`config.mk`:
```
export PLATFORM = sky130hd
export DESIGN_NAME = fa_token_scheduler
export DESIGN_NICKNAME = d
export VERILOG_FILES = /design/src/rtl/fa_token_scheduler.sv
export SDC_FILE = /design/constraint.sdc
export NUM_CORES = 1
export LEC_CHECK = 0
export BUFFER_PORTS_ARGS = -buffer_cell sky130_fd_sc_hd__buf_2
export CORE_ASPECT_RATIO = 0.7
export CORE_MARGIN = 2
export CORE_UTILIZATION = 36
export CTS_BUF_LIST = sky130_fd_sc_hd__clkbuf_2 sky130_fd_sc_hd__clkbuf_4 sky130_fd_sc_hd__clkbuf_8
export CTS_CLUSTER_SIZE = 14
export DETAILED_ROUTE_END_ITERATION = 8
export SLEW_MARGIN = 0
export SYNTH_ARGS = -nofsm -noshare
export SYNTH_HDL_FRONTEND = slang
export SYNTH_SLANG_ARGS = --single-unit
```
`constraint.sdc`:
```
create_clock -name CLK -period 2.55 [get_ports CLK]
set_input_delay 0.1275 -clock CLK [delete_from_list [all_inputs] [get_ports CLK]]
set_output_delay 0.1275 -clock CLK [all_outputs]
set_load 0.03 [all_outputs]
```
`src/rtl/fa_token_scheduler.sv`:
```
// Round-robin scheduler sharing one QDI dual-rail full adder among NREQ clocked requesters.
// Encodes the winner's operand onto 1-of-2 rails, runs both four-phase handshakes, returns {Co,Sum}.
module fa_token_scheduler #(
  parameter int NREQ        = 4,
  parameter int SYNC_STAGES = 2,
  parameter int TIMEOUT     = 255
) (
  input  logic                 CLK,
  input  logic                 RESET,
  input  logic [NREQ-1:0]      req,
  input  logic [3*NREQ-1:0]    req_data,
  output logic [NREQ-1:0]      gnt,
  output logic                 rsp_valid,
  output logic [2:0]           rsp_id,
  output logic [1:0]           rsp_data,
  output logic                 rsp_mismatch,
  output logic                 rsp_err,
  output logic                 fault,
  output logic [1:0]           Ax,
  output logic [1:0]           Bx,
  output logic [1:0]           Cx,
  input  logic                 ABCe,
  input  logic [1:0]           Sx,
  input  logic [1:0]           Co,
  output logic                 Sxe,
  output logic                 Coe
);

  localparam logic [7:0] TMO = 8'(TIMEOUT);

  // IDLE arbitrate | SEND rails valid | NEUT await result | CAPT enables low | RESP deliver | WAITE await ABCe | ERR halted
  typedef enum logic [2:0] {
    ST_IDLE, ST_SEND, ST_NEUT, ST_CAPT, ST_RESP, ST_WAITE, ST_ERR
  } state_t;

  state_t                          r_state;
  state_t                          w_state_nxt;
  logic [SYNC_STAGES-1:0]          r_abce_sync;
  logic [SYNC_STAGES-1:0][1:0]     r_sx_sync;
  logic [SYNC_STAGES-1:0][1:0]     r_co_sync;
  logic                            w_abce_s;
  logic [1:0]                      w_sx_s;
  logic [1:0]                      w_co_s;
  logic [7:0]                      r_wait_cnt;
  logic                            w_tmo;
  logic [2:0]                      r_ptr;
  logic [2:0]                      r_id;
  logic [2:0]                      r_opnd;
  logic [1:0]                      r_sx_lat;
  logic [1:0]                      r_co_lat;
  logic                            w_found;
  logic [2:0]                      w_win;
  logic [3:0]                      w_idx;
  logic [2:0]                      w_win_data;
  logic [2:0]                      w_opnd_src;
  logic [NREQ-1:0]                 w_onehot;
  logic [1:0]                      w_pop;
  logic [1:0]                      w_dec;
  logic                            w_illegal;
  logic [2:0]                      w_ptr_nxt;

  always_ff @(posedge CLK or negedge RESET) begin
    if (!RESET) begin
      r_abce_sync <= '0;
      r_sx_sync   <= '0;
      r_co_sync   <= '0;
    end else begin
      r_abce_sync <= {r_abce_sync[SYNC_STAGES-2:0], ABCe};
      r_sx_sync   <= {r_sx_sync[SYNC_STAGES-2:0], Sx};
      r_co_sync   <= {r_co_sync[SYNC_STAGES-2:0], Co};
    end
  end

  assign w_abce_s = r_abce_sync[SYNC_STAGES-1];
  assign w_sx_s   = r_sx_sync[SYNC_STAGES-1];
  assign w_co_s   = r_co_sync[SYNC_STAGES-1];
  assign w_tmo    = (r_wait_cnt == TMO);

  // Descending scan so the smallest offset from r_ptr is the last (winning) assignment.
  always_comb begin
    w_found = 1'b0;
    w_win   = '0;
    w_idx   = '0;
    for (int k = NREQ - 1; k >= 0; k--) begin
      w_idx = {1'b0, r_ptr} + 4'(k);
      if (w_idx >= 4'(NREQ)) w_idx = w_idx - 4'(NREQ);
      for (int i = 0; i < NREQ; i++) begin
        if (w_idx == 4'(i) && req[i]) begin
          w_found = 1'b1;
          w_win   = 3'(i);
        end
      end
    end
  end

  always_comb begin
    w_win_data = '0;
    w_onehot   = '0;
    for (int i = 0; i < NREQ; i++) begin
      if (w_win == 3'(i)) w_win_data = req_data[3*i +: 3];
      if (r_id == 3'(i))  w_onehot[i] = 1'b1;
    end
  end

  assign w_opnd_src = (r_state == ST_IDLE) ? w_win_data : r_opnd;
  assign w_pop      = 2'(r_opnd[0]) + 2'(r_opnd[1]) + 2'(r_opnd[2]);
  assign w_dec      = {r_co_lat == 2'b10, r_sx_lat == 2'b10};
  assign w_illegal  = (r_sx_lat == 2'b11) || (r_co_lat == 2'b11);
  assign w_ptr_nxt  = (r_id == 3'(NREQ - 1)) ? 3'd0 : r_id + 3'd1;

  always_comb begin
    w_state_nxt = r_state;
    case (r_state)
      ST_IDLE:  if (w_found && w_abce_s) w_state_nxt = ST_SEND;
      ST_SEND:  if (!w_abce_s) w_state_nxt = ST_NEUT;
                else if (w_tmo) w_state_nxt = ST_ERR;
      ST_NEUT:  if (w_sx_s != 2'b00 && w_co_s != 2'b00) w_state_nxt = ST_CAPT;
                else if (w_tmo) w_state_nxt = ST_ERR;
      ST_CAPT:  if (w_sx_s == 2'b00 && w_co_s == 2'b00) w_state_nxt = ST_RESP;
                else if (w_tmo) w_state_nxt = ST_ERR;
      ST_RESP:  w_state_nxt = ST_WAITE;
      ST_WAITE: if (w_abce_s) w_state_nxt = ST_IDLE;
                else if (w_tmo) w_state_nxt = ST_ERR;
      ST_ERR:   w_state_nxt = ST_ERR;
      default:  w_state_nxt = ST_ERR;
    endcase
  end

  always_ff @(posedge CLK or negedge RESET) begin
    if (!RESET) begin
      r_state    <= ST_IDLE;
      r_wait_cnt <= '0;
      r_ptr      <= '0;
      r_id       <= '0;
      r_opnd     <= '0;
      r_sx_lat   <= '0;
      r_co_lat   <= '0;
    end else begin
      r_state <= w_state_nxt;
      if (w_state_nxt != r_state) r_wait_cnt <= '0;
      else if (!w_tmo)            r_wait_cnt <= r_wait_cnt + 8'd1;
      if (r_state == ST_IDLE && w_state_nxt == ST_SEND) begin
        r_id   <= w_win;
        r_opnd <= w_win_data;
      end
      if (r_state == ST_NEUT && w_state_nxt == ST_CAPT) begin
        r_sx_lat <= w_sx_s;
        r_co_lat <= w_co_s;
      end
      if (r_state == ST_CAPT && w_state_nxt == ST_RESP) r_ptr <= w_ptr_nxt;
    end
  end

  // Outputs are registered from the next state so they change on the same edge as the state.
  always_ff @(posedge CLK or negedge RESET) begin
    if (!RESET) begin
      Ax           <= 2'b00;
      Bx           <= 2'b00;
      Cx           <= 2'b00;
      Sxe          <= 1'b1;
      Coe          <= 1'b1;
      gnt          <= '0;
      rsp_valid    <= 1'b0;
      rsp_id       <= '0;
      rsp_data     <= '0;
      rsp_mismatch <= 1'b0;
      rsp_err      <= 1'b0;
      fault        <= 1'b0;
    end else begin
      if (w_state_nxt == ST_SEND) begin
        Ax <= {w_opnd_src[0], ~w_opnd_src[0]};
        Bx <= {w_opnd_src[1], ~w_opnd_src[1]};
        Cx <= {w_opnd_src[2], ~w_opnd_src[2]};
      end else begin
        Ax <= 2'b00;
        Bx <= 2'b00;
        Cx <= 2'b00;
      end
      Sxe       <= (w_state_nxt != ST_CAPT);
      Coe       <= (w_state_nxt != ST_CAPT);
      gnt       <= '0;
      rsp_valid <= 1'b0;
      if (r_state == ST_CAPT && w_state_nxt == ST_RESP) begin
        gnt          <= w_onehot;
        rsp_valid    <= 1'b1;
        rsp_id       <= r_id;
        rsp_data     <= w_dec;
        rsp_mismatch <= (w_dec != w_pop);
        rsp_err      <= w_illegal;
      end else if (r_state != ST_ERR && w_state_nxt == ST_ERR) begin
        gnt          <= w_onehot;
        rsp_valid    <= 1'b1;
        rsp_id       <= r_id;
        rsp_data     <= 2'b00;
        rsp_mismatch <= 1'b0;
        rsp_err      <= 1'b1;
        fault        <= 1'b1;
      end
    end
  end

endmodule

```
Word-level counts from Yosys, hierarchy flattened --
Cells that the tools add are included.
Storage, ports and cells: word-level logic and storage cells 185, input port bits 23, output and inout port bits 21, register bits 54
Cells by class: multiplexer cells 69, bitwise gates (word level) 4, eq/ne operators 37, order comparisons 4, add/sub/neg operators 11, reduce and logical (&&, ||, !) cells 37
Operators by type and width (number):
- $mux W3 | 28
- $eq A4 B2 Y1 const B | 8
- $mux W1 | 27
- $mux W4 | 6
- $logic_and A1 B1 Y1 | 23
- $eq A3 B2 Y1 const B | 7
- $pmux W3 S6 | 1
- $eq A4 B1 Y1 const B | 4
- $logic_not A4 Y1 | 4
- $mux W8 | 2
- $eq A3 B1 Y1 const B | 4
- $eq A3 B3 Y1 const B | 4
- $ge A4 B3 Y1 const B | 3
- $sub A4 B3 Y4 const B | 3
- $mux W2 | 5
- $logic_not A3 Y1 | 3
- $add A3 B2 Y4 const B | 2
- $add A8 B1 Y8 const B | 1
- $eq A2 B2 Y1 const B | 4
- $eq A8 B8 Y1 const B | 1
- $reduce_bool A2 Y1 | 3
- $add A3 B1 Y4 const B | 1
- $logic_not A2 Y1 | 2
- $not A1 Y1 | 4
- other kinds (12) | 12

Logic depth before layout (Yosys ltp) --
Gate-level depths: netlist (run 1).
depth in word-level cells 28, gate-level depth with buffers 11, gate-level depth less buffers 10

Worst setup path after synthesis (run 1) --
OpenSTA, ideal clock, no wires.
path type reg2reg, from register r_ptr[0], to register r_opnd[0], clock period less this slack 2.123 ns, setup time 0.125 ns, arrival time 1.999 ns, path buffers 1, required time 2.425 ns, stages on the path, launching flop included 11, path slack 0.427 ns, cell sequence dfrtp_1 > buf_4 > nand2_1 > ha_1 > nand2_1 > o211ai_1 > a21oi_1 > nor2_2 > mux2i_1 > o211ai_1 > mux2_2
Between the ends: longest elaborated chain between the ends 26, elaborated cells between the ends (all ways) 91, those cells by class add/sub: 7; order compare: 4; eq/ne: 16; mux: 41; reduce/logical: 23
RTL lines:
- start: declaration | line 46 | logic [2:0] r_ptr;
- start signal: assignment | line 150 | if (r_state == ST_CAPT && w_state_nxt == ST_RESP) r_ptr <= w_ptr_nxt;
- $add A3 B2 Y4 | line 85 | w_idx = {1'b0, r_ptr} + 4'(k);
- $sub A4 B3 Y4 or $ge A4 B3 Y1 (tied branches) | line 86 | if (w_idx >= 4'(NREQ)) w_idx = w_idx - 4'(NREQ);
- $mux W4 | line 86
- $logic_not A4 Y1 | line 88 | if (w_idx == 4'(i) && req[i]) begin
- $logic_and A1 B1 Y1 | line 88
- $mux W1 (16 in a row) | line 88
- $logic_and A1 B1 Y1 | line 114 | ST_IDLE: if (w_found && w_abce_s) w_state_nxt = ST_SEND;
- $mux W3 | line 114
- $pmux W3 S6 | line 113 | case (r_state)
- $eq A3 B1 Y1 | line 142 | if (r_state == ST_IDLE && w_state_nxt == ST_SEND) begin
- $logic_and A1 B1 Y1 | line 142
- end signal: assignment | line 144 | r_opnd <= w_win_data;
- end: declaration | line 48 | logic [2:0] r_opnd;
Parallel ways exist; a longest one is shown, timed or not. A chain may end at the register's enable or synchronous reset.

Worst setup path after layout (run 1) --
from register r_ptr[1], to register r_opnd[0]
The elaborated chain is that of the path after synthesis.

==> results of run 1 <==
[metrics by stage]
stage | utilization | std cells | total power (W)
floorplan | - | 232 | 0.00238
global placement | 0.419 | 364 | 0.00274
detailed placement | 0.419 | 364 | 0.00276
CTS | 0.448 | 378 | 0.00344
global route | 0.448 | 378 | 0.00367
finish | 0.448 | 378 | 0.00339
[layout make-up]
cell class                      instances  share of cell area
Sequential cell                        51               0.422
Multi-Input combinational cell        162               0.379
Timing Repair Buffer                   54               0.104
Tap cell                               94              0.0389
Clock buffer                            6              0.0252
Clock inverter                          2              0.0198
Inverter                                9              0.0112
[cells by family after synthesis]
group           share of synthesized area
fa+ha+maj                          0.0427
mux                                0.0700
flops                               0.507
other cells                       0.00298
compound gates                      0.130
xor+xnor                           0.0209
simple gates                        0.187
buf+inv                            0.0397
[repair_timing]
action / CTS / global route
hold endpoints to repair: 55 / 0
hold buffers: 6 / 0
gates resized for setup: 0 / 0
[worst max-delay path, cell delays in order, from the launching register on]
cell and delay [ns]:
dfrtp_1 0.36, nand2_1 0.09, ha_1 0.29, nand2_1 0.08, o211ai_1 0.23, a21oi_1 0.11, nor2_2 0.32, mux2i_1 0.30
o211ai_1 0.16, mux2_2 0.29
[Yosys cell counts, types with 2 or more instances]
cell type,count
mux2i_1,6
buf_2,2
a22o_1,3
nand3_1,5
ha_1,7
and3_1,2
a22oi_1,2
o211ai_1,4
clkbuf_1,3
conb_1,2
a21oi_1,9
buf_4,3
or2_2,2
inv_1,8
dfrtp_1,50
nand2b_1,7
nand2_1,18
nand4_1,3
and2_1,4
xor2_1,3
a211oi_1,2
o22ai_1,7
o21ai_0,9
nand3b_1,6
xnor2_1,3
nor2_1,19
buf_6,2
nor2b_1,4
mux2_2,9
[worst paths after layout]
path,startpoint,endpoint,slack (ns),cells after the start
hold / removal,req_data[2],Cx[0]$_DFF_PN0_,0.22,4
setup / recovery,r_ptr[1]$_DFFE_PN0P_,r_opnd[0]$_DFFE_PN0P_,0.20,9
hold reg to reg,r_co_sync[0]$_DFF_PN0_,w_co_s[0]$_DFF_PN0_,0.35,0
min in group asynchronous,RESET,r_wait_cnt[3]$_DFFE_PN0P_,0.46,3
setup reg to reg,r_ptr[1]$_DFFE_PN0P_,r_opnd[0]$_DFFE_PN0P_,0.20,9
max in group asynchronous,RESET,Ax[1]$_DFF_PN0_,1.65,3
[metal layers]
layer	track usage	up-vias
li1	-	905
met1	0.202	849
met2	0.205	39
met3	0.0377	2
met4	0.0315	0
met5	0	-
[power breakdown]
group          switching [W]  internal, W  total (W)
clock network       0.000252     0.000403   0.000654
logic               0.000847     0.000608    0.00146
registers           0.000231      0.00105    0.00128
[sequential cells by signal, summed over array words and instances, names as in the netlist, 2 cells and up]
name         flops
w_co_s           2
Bx               2
r_ptr            2
r_co_lat         2
w_sx_s           2
r_state          3
r_opnd           3
r_sx_sync        2
r_abce_sync      2
rsp_data         2
rsp_id           2
Cx               2
gnt              4
r_id             2
Ax               2
r_sx_lat         2
r_co_sync        2
r_wait_cnt       8
==> out/results.ini, run 1 <==
[status]
status=complete, no violations

[synthesis]
yosysWarnings=0
synth_edf_count=0
synth_cell_types=56
synth_cells=231
avgSynthCellArea_sq_um=10.9
synth-async-reset-ratio=1.00
synthDominantCellAreaShare=0.497
synth.cell_area_sq_mm=0.00252
ys_ff_latch=51
yosysTopAreaCell=dfrtp_1
yosys-top-cells-area=dfrtp_1, mux2_2, ha_1, nor2_1, nand2_1
ys_seq_area_frac=0.507
ys.flop_type=dfrtp_1

[floorplanning]
initial_core_util=0.373
die_h_microns=74
io_pins=44
core_sq_mm=0.00676
row_count=25
die-area_sq_mm=0.00770
die_w_microns=104

[clock_tree]
postCtsSetupBuffers=0
ctsHtreeMaxLevel=2
clkSinkCount=51
cts-root-buf=clkbuf_8
cts-buffers-inserted=5
cts_tree=yes
cts.path.max_buffers=2
clk_pin_slew_ns=0.09
clk_latency_ns=0.30

[detailed_routing]
met2WireLength_microns=2070
drcViolationCount=0
first_pass_iters=4
maxUsedRoutingLayer=met4
routedWlPerCell_microns=12.8
met1_length_microns=2540
dr_total_vias=1795
drtIter0Drc=95
drt_wl_total_microns=4830
detail-route-antenna-nets=0
routed_via_density=4.75
met3_length_microns=205

[sta]
hold_slack_ns=0.224
finalHoldViolCount=0
tns_ns=0
maxSlewViolCount=0
skew_ns=0.00729
layout_min_cycle_time_ns=2.35
slew_headroom=0.571
rsz0062_at_grt=no
final-setup-viol-count=0
fmax_mhz=425
worst-slew-pin-transition_ns=0.644
finalCritPeriodShare=0.922
setup_slack_ns=0.198

[finish]
nFillCells=672
nets=314
layout-drive-gt1-share=0.285
syn_to_final_growth_pct=20.1
multiInputGateArea_sq_mm=0.00115
final_common_cell=dfrtp_1
most-common-layout-cells=dfrtp_1, buf_2, nor2_1
final_cell_area_sq_mm=0.00303
seq_area_sq_mm=0.00128
antenna-diode-count=0

[setup_path]
arrival_ns=2.54
critPathKind=register to register
required_ns=2.74
critPathCaptureType=register
cp_max_fo=7
start_kind=register

[power_and_ir_drop]
leakage_nw=1.44
power.density_mw_per_mm2=1120
vdd_drop_max_v=0.000353

[placement]
place_congestion=0.813
place_ws_ns=0.193
placed_area_sq_mm=0.00283
hpwlAfterDp_microns=3570
io_buffers=42

[grt]
track_usage=0.137
antenna_found_initial=0
grt_pass1_vias=1748
grt_max_degree=52
gr-total-overflow=0
grt_first_pass_wirelength_microns=8440

[flow_run]
cap_violations=0

[min_path]
holdCritPathClass=input pin to register

Note: power is estimated with default switching activity, not from simulation.
==> run 2: changes to the inputs <==
- CORE_ASPECT_RATIO: 0.7 -> 0.8
==> out/results.ini, run 2 (same netlist as run 1, synthesis figures left out) <==
[flow_run]
cap_violations=0

[clock_tree]
cts-root-buf=clkbuf_8
clk_latency_ns=0.30
ctsHtreeMaxLevel=2
cts-buffers-inserted=5
clkSinkCount=51
postCtsSetupBuffers=0
clk_pin_slew_ns=0.09
cts-resized-gates=0
hold_buffers=6
cts.path.max_buffers=2
cts_tree=yes

[detailed_routing]
drt_wl_total_microns=4740
drtIter0Drc=82
dr_total_vias=1765
routed_via_density=4.77
routedWlPerCell_microns=12.8
first_pass_iters=4
detail-route-antenna-nets=0
drcViolationCount=0

[finish]
top_register=r_wait_cnt
final_core_util=0.439
final_common_cell=dfrtp_1
nets=313
layout-drive-gt1-share=0.283
most-common-layout-cells=dfrtp_1, buf_2, nor2_1
antenna-diode-count=0
syn_to_final_growth_pct=18.9
final_cell_area_sq_mm=0.00300
largest_reg_flops=8
reg.largest.list=r_wait_cnt (8), gnt (4)

[floorplanning]
initial_core_util=0.369
io_pins=44
core_sq_mm=0.00682
die_h_microns=78.8
die_w_microns=97.5
die-area_sq_mm=0.00769
row_count=27

[setup_path]
critPathBufInv=0
cp_max_fo=7
crit_chain=nand2_1 -> ha_1 -> nand2_1 -> o211ai_1 -> a21oi_1 -> nor2_2 -> mux2i_1 -> o211ai_1 -> mux2_2
arrival_ns=2.46
slowest_delay_ns=0.36
crit_family=multiplexers
critPathKind=register to register
start_kind=register
required_ns=2.75
cp_slowest_cell=dfrtp_1
critPathCaptureType=register

[sta]
slew_headroom=0.576
rsz0062_at_grt=no
maxSlewViolCount=0
skew_ns=0.00993
finalCritPeriodShare=0.889
fmax_mhz=441
finalHoldViolCount=0
layout_min_cycle_time_ns=2.27
tns_ns=0
worst-slew-pin-transition_ns=0.637
final-setup-viol-count=0

[power_and_ir_drop]
leakage_nw=1.43
power.density_mw_per_mm2=1110
p_clk_frac=0.178
seq_power_share=0.385
p_sw_w=0.00134
internal_power_w=0.00198
vdd_drop_max_v=0.000353
comb_power_share=0.437
switching_share=0.403

[min_path]
holdCritPathClass=input pin to register

[status]
status=complete, no violations

[grt]
grt_first_pass_wirelength_microns=8340
antenna_found_initial=0
gr-total-overflow=0
grt_pass1_vias=1748
track_usage=0.134
grt_max_degree=52

[placement]
place_congestion=0.772
placed_area_sq_mm=0.00281
io_buffers=42
hpwlAfterDp_microns=3400

run 2: layout make-up:
cell class                      instances  area (sq um)
Sequential cell                        51          1280
Tap cell                               87           109
Clock inverter                          2          38.8
Timing Repair Buffer                   53           308
Inverter                                9          33.8
Clock buffer                            6          82.6
Multi-Input combinational cell        162          1150
Fill cell                             639          3830
run 2: worst register-to-register path: stages (launching register included):
cell and delay, ns:
dfrtp_1 0.36, nand2_1 0.09, ha_1 0.29, nand2_1 0.08, o211ai_1 0.24, a21oi_1 0.11, nor2_2 0.31, mux2i_1 0.23
o211ai_1 0.16, mux2_2 0.30
run 2: power groups by stage:
stage	Clock [W]	Combinational, W	Sequential (W)
3_5_place_dp	0	0.00146	0.00130
5_1_grt	0.000658	0.00161	0.00133
4_1_cts	0.000618	0.00147	0.00128
3_3_place_gp	0	0.00144	0.00129
2_1_floorplan	0	0.000968	0.00141
6_report	0.000591	0.00145	0.00128
run 2: layer usage:
layer,GRT usage,part of all wire
met3,0.0440,0.041
met5,0,0
met1,0.188,0.53
met2,0.201,0.43
met4,0.0375,0.0051
run 2: through the flow:
| step | cells | setup WS [ns] | hold WS, ns | total power [W] |
|---|---|---|---|---|
| 2_1_floorplan | 232 | 0.427 | -0.168 | 0.00238 |
| 3_3_place_gp | 356 | 0.337 | 0.235 | 0.00274 |
| 3_5_place_dp | 356 | 0.313 | 0.237 | 0.00275 |
| 4_1_cts | 370 | 0.294 | 0.218 | 0.00337 |
| 5_1_grt | 370 | 0.0124 | 0.254 | 0.00360 |
| 6_report | 370 | 0.283 | 0.228 | 0.00332 |
run 2: path summary, 6_finish.rpt:
kind	from	end	slack, ns	depth (start not counted)
worst max register to register	r_ptr[1]$_DFFE_PN0P_	r_opnd[1]$_DFFE_PN0P_	0.28	9
max in group asynchronous	RESET	r_id[0]$_DFFE_PN0P_	1.67	3
worst min register to register	r_abce_sync[0]$_DFF_PN0_	r_abce_sync[1]$_DFF_PN0_	0.35	0
worst max-delay path	r_ptr[1]$_DFFE_PN0P_	r_opnd[1]$_DFFE_PN0P_	0.28	9
worst min-delay path	req_data[2]	Cx[0]$_DFF_PN0_	0.23	4
min in group asynchronous	RESET	Bx[0]$_DFF_PN0_	0.46	3
==> run 3: changes to the inputs <==
- SETUP_SLACK_MARGIN: not set -> 0.3
==> out/results.ini, run 3 (same netlist as run 1, synthesis figures left out) <==
[clock_tree]
ctsHtreeMaxLevel=2
cts_tree=yes
clkSinkCount=51
clk_pin_slew_ns=0.09
cts.path.max_buffers=2
cts-root-buf=clkbuf_8
clk_latency_ns=0.30
cts-buffers-inserted=5

[setup_path]
cp_max_fo=7
cp_slowest_cell=dfrtp_1
critPathBufInv=0
cpMostUsedCell=o211ai_1
arrival_ns=2.35
crit_family=compound AO/OA/AOI/OAI gates
crit_chain=nand2_2 -> ha_4 -> nand2_4 -> o211ai_1 -> a21oi_2 -> nor2_4 -> mux2i_1 -> o211ai_1 -> mux2_4
critPathCaptureType=register
slowest_delay_ns=0.37
required_ns=2.75
rr_startpoint=r_ptr[1]$_DFFE_PN0P_
critPathKind=register to register
crit_start=r_ptr[1]$_DFFE_PN0P_
start_kind=register

[floorplanning]
die_w_microns=97.5
core_sq_mm=0.00682
io_pins=44
initial_core_util=0.369
die_h_microns=78.8
die-area_sq_mm=0.00769
row_count=27

[finish]
top_register=r_wait_cnt
largest_reg_flops=8
final_common_cell=dfrtp_1
reg.largest.list=r_wait_cnt (8), gnt (4)
nets=315
nFillCells=636
syn_to_final_growth_pct=23.0
layout-drive-gt1-share=0.326
most-common-layout-cells=dfrtp_1, buf_2, nor2_1
final_core_util=0.454
antenna-diode-count=0

[sta]
final-setup-viol-count=0
layout_min_cycle_time_ns=2.15
rsz0062_at_grt=yes
worst-slew-pin-transition_ns=0.642
hold_slack_ns=0.240
finalHoldViolCount=0
finalCritPeriodShare=0.844
maxSlewViolCount=0
tns_ns=0
fmax_mhz=465
skew_ns=0.0102
slew_headroom=0.572

[detailed_routing]
routedWlPerCell_microns=13.2
drcViolationCount=0
detail-route-antenna-nets=0
dr_total_vias=1803
routed_via_density=4.85
drt_wl_total_microns=4910
drtIter0Drc=90
first_pass_iters=4

[placement]
io_buffers=42
hpwlAfterDp_microns=3400
place_congestion=0.772

[grt]
grt_pass1_vias=1748
antenna_found_initial=0
grt_first_pass_wirelength_microns=8340
track_usage=0.134
gr-total-overflow=0
grt_max_degree=52

[min_path]
holdCritPathClass=input pin to register
min-delay-start=req_data[2]

[power_and_ir_drop]
power_w=0.00344
vdd_drop_max_v=0.000354
power.density_mw_per_mm2=1110
leakage_nw=1.46

[status]
status=complete, no violations

[flow_run]
cap_violations=0

==> run 3: cell count changes in the layout (fill, tap and decap cells not counted), moves of 2 or more <==
cell / previous run / this run
ha_1: 7 / 4
mux2_4: 1 / 4
nand2_2: 0 / 2
buf_4: 5 / 7
mux2_2: 9 / 6
nand2_1: 18 / 15
ha_2: 0 / 2
a211oi_1: 2 / 0
a211oi_2: 0 / 2
==> run 3: worst paths after layout <==
kind	slack, ns	depth (start not counted)	endpoint
min in group asynchronous	0.46	3	Bx[0]$_DFF_PN0_
setup reg to reg	0.40	9	r_opnd[1]$_DFFE_PN0P_
setup / recovery	0.40	9	r_opnd[1]$_DFFE_PN0P_
hold reg to reg	0.35	0	r_abce_sync[1]$_DFF_PN0_
hold / removal	0.24	4	Cx[0]$_DFF_PN0_
max in group asynchronous	1.66	3	r_co_lat[1]$_DFFE_PN0P_
==> run 3: layout make-up <==
class,count,area (sq um),share of cell area
sequential,51,1280,0.412
timing repair buffer,55,323,0.104
tap,87,109,0.0351
clock buffer,6,82.6,0.0266
clock inverter,2,38.8,0.0125
inverter,9,33.8,0.0109
multi-input combinational,162,1240,0.399
==> run 3: worst register-to-register path: stages, from the launching register on <==
cell and delay (ns):
dfrtp_1 0.37, nand2_2 0.09, ha_4 0.28, nand2_4 0.04, o211ai_1 0.25, a21oi_2 0.11
nor2_4 0.22, mux2i_1 0.21, o211ai_1 0.18, mux2_4 0.29
==> run 3: stage by stage <==
step / area (sq um) / setup slack, ns / instances
floorplan: 2520 / 0.427 / 232
global placement: 2810 / 0.337 / 356
detailed placement: 2810 / 0.313 / 356
CTS: 3000 / 0.319 / 370
global route: 3100 / 0.226 / 372
finish: 3100 / 0.398 / 372
==> run 3: timing repair <==
item,4_1_cts,5_1_grt
setup endpoints to repair,2,28
hold endpoints to repair,55,0
cloned,0,0
hold buffers,6,0
pin swaps,0,10
gates resized for setup,1,18
buffers inserted,0,2
==> run 3: routing by layer <==
layer	global-route usage	share of wire	routed length [microns]
met2	0.201	0.44	2160
met1	0.188	0.51	2510
met3	0.0440	0.043	209
met5	0	0	0
met4	0.0375	0.0049	24
==> run 3: report_power, final <==
group	switching [W]	total [W]	leakage [nW]	internal (W)
Clock	0.000269	0.000592	0.0618	0.000323
Combinational	0.000889	0.00157	0.761	0.000677
Sequential	0.000232	0.00129	0.639	0.00105
Total	0.00139	0.00344	1.46	0.00205
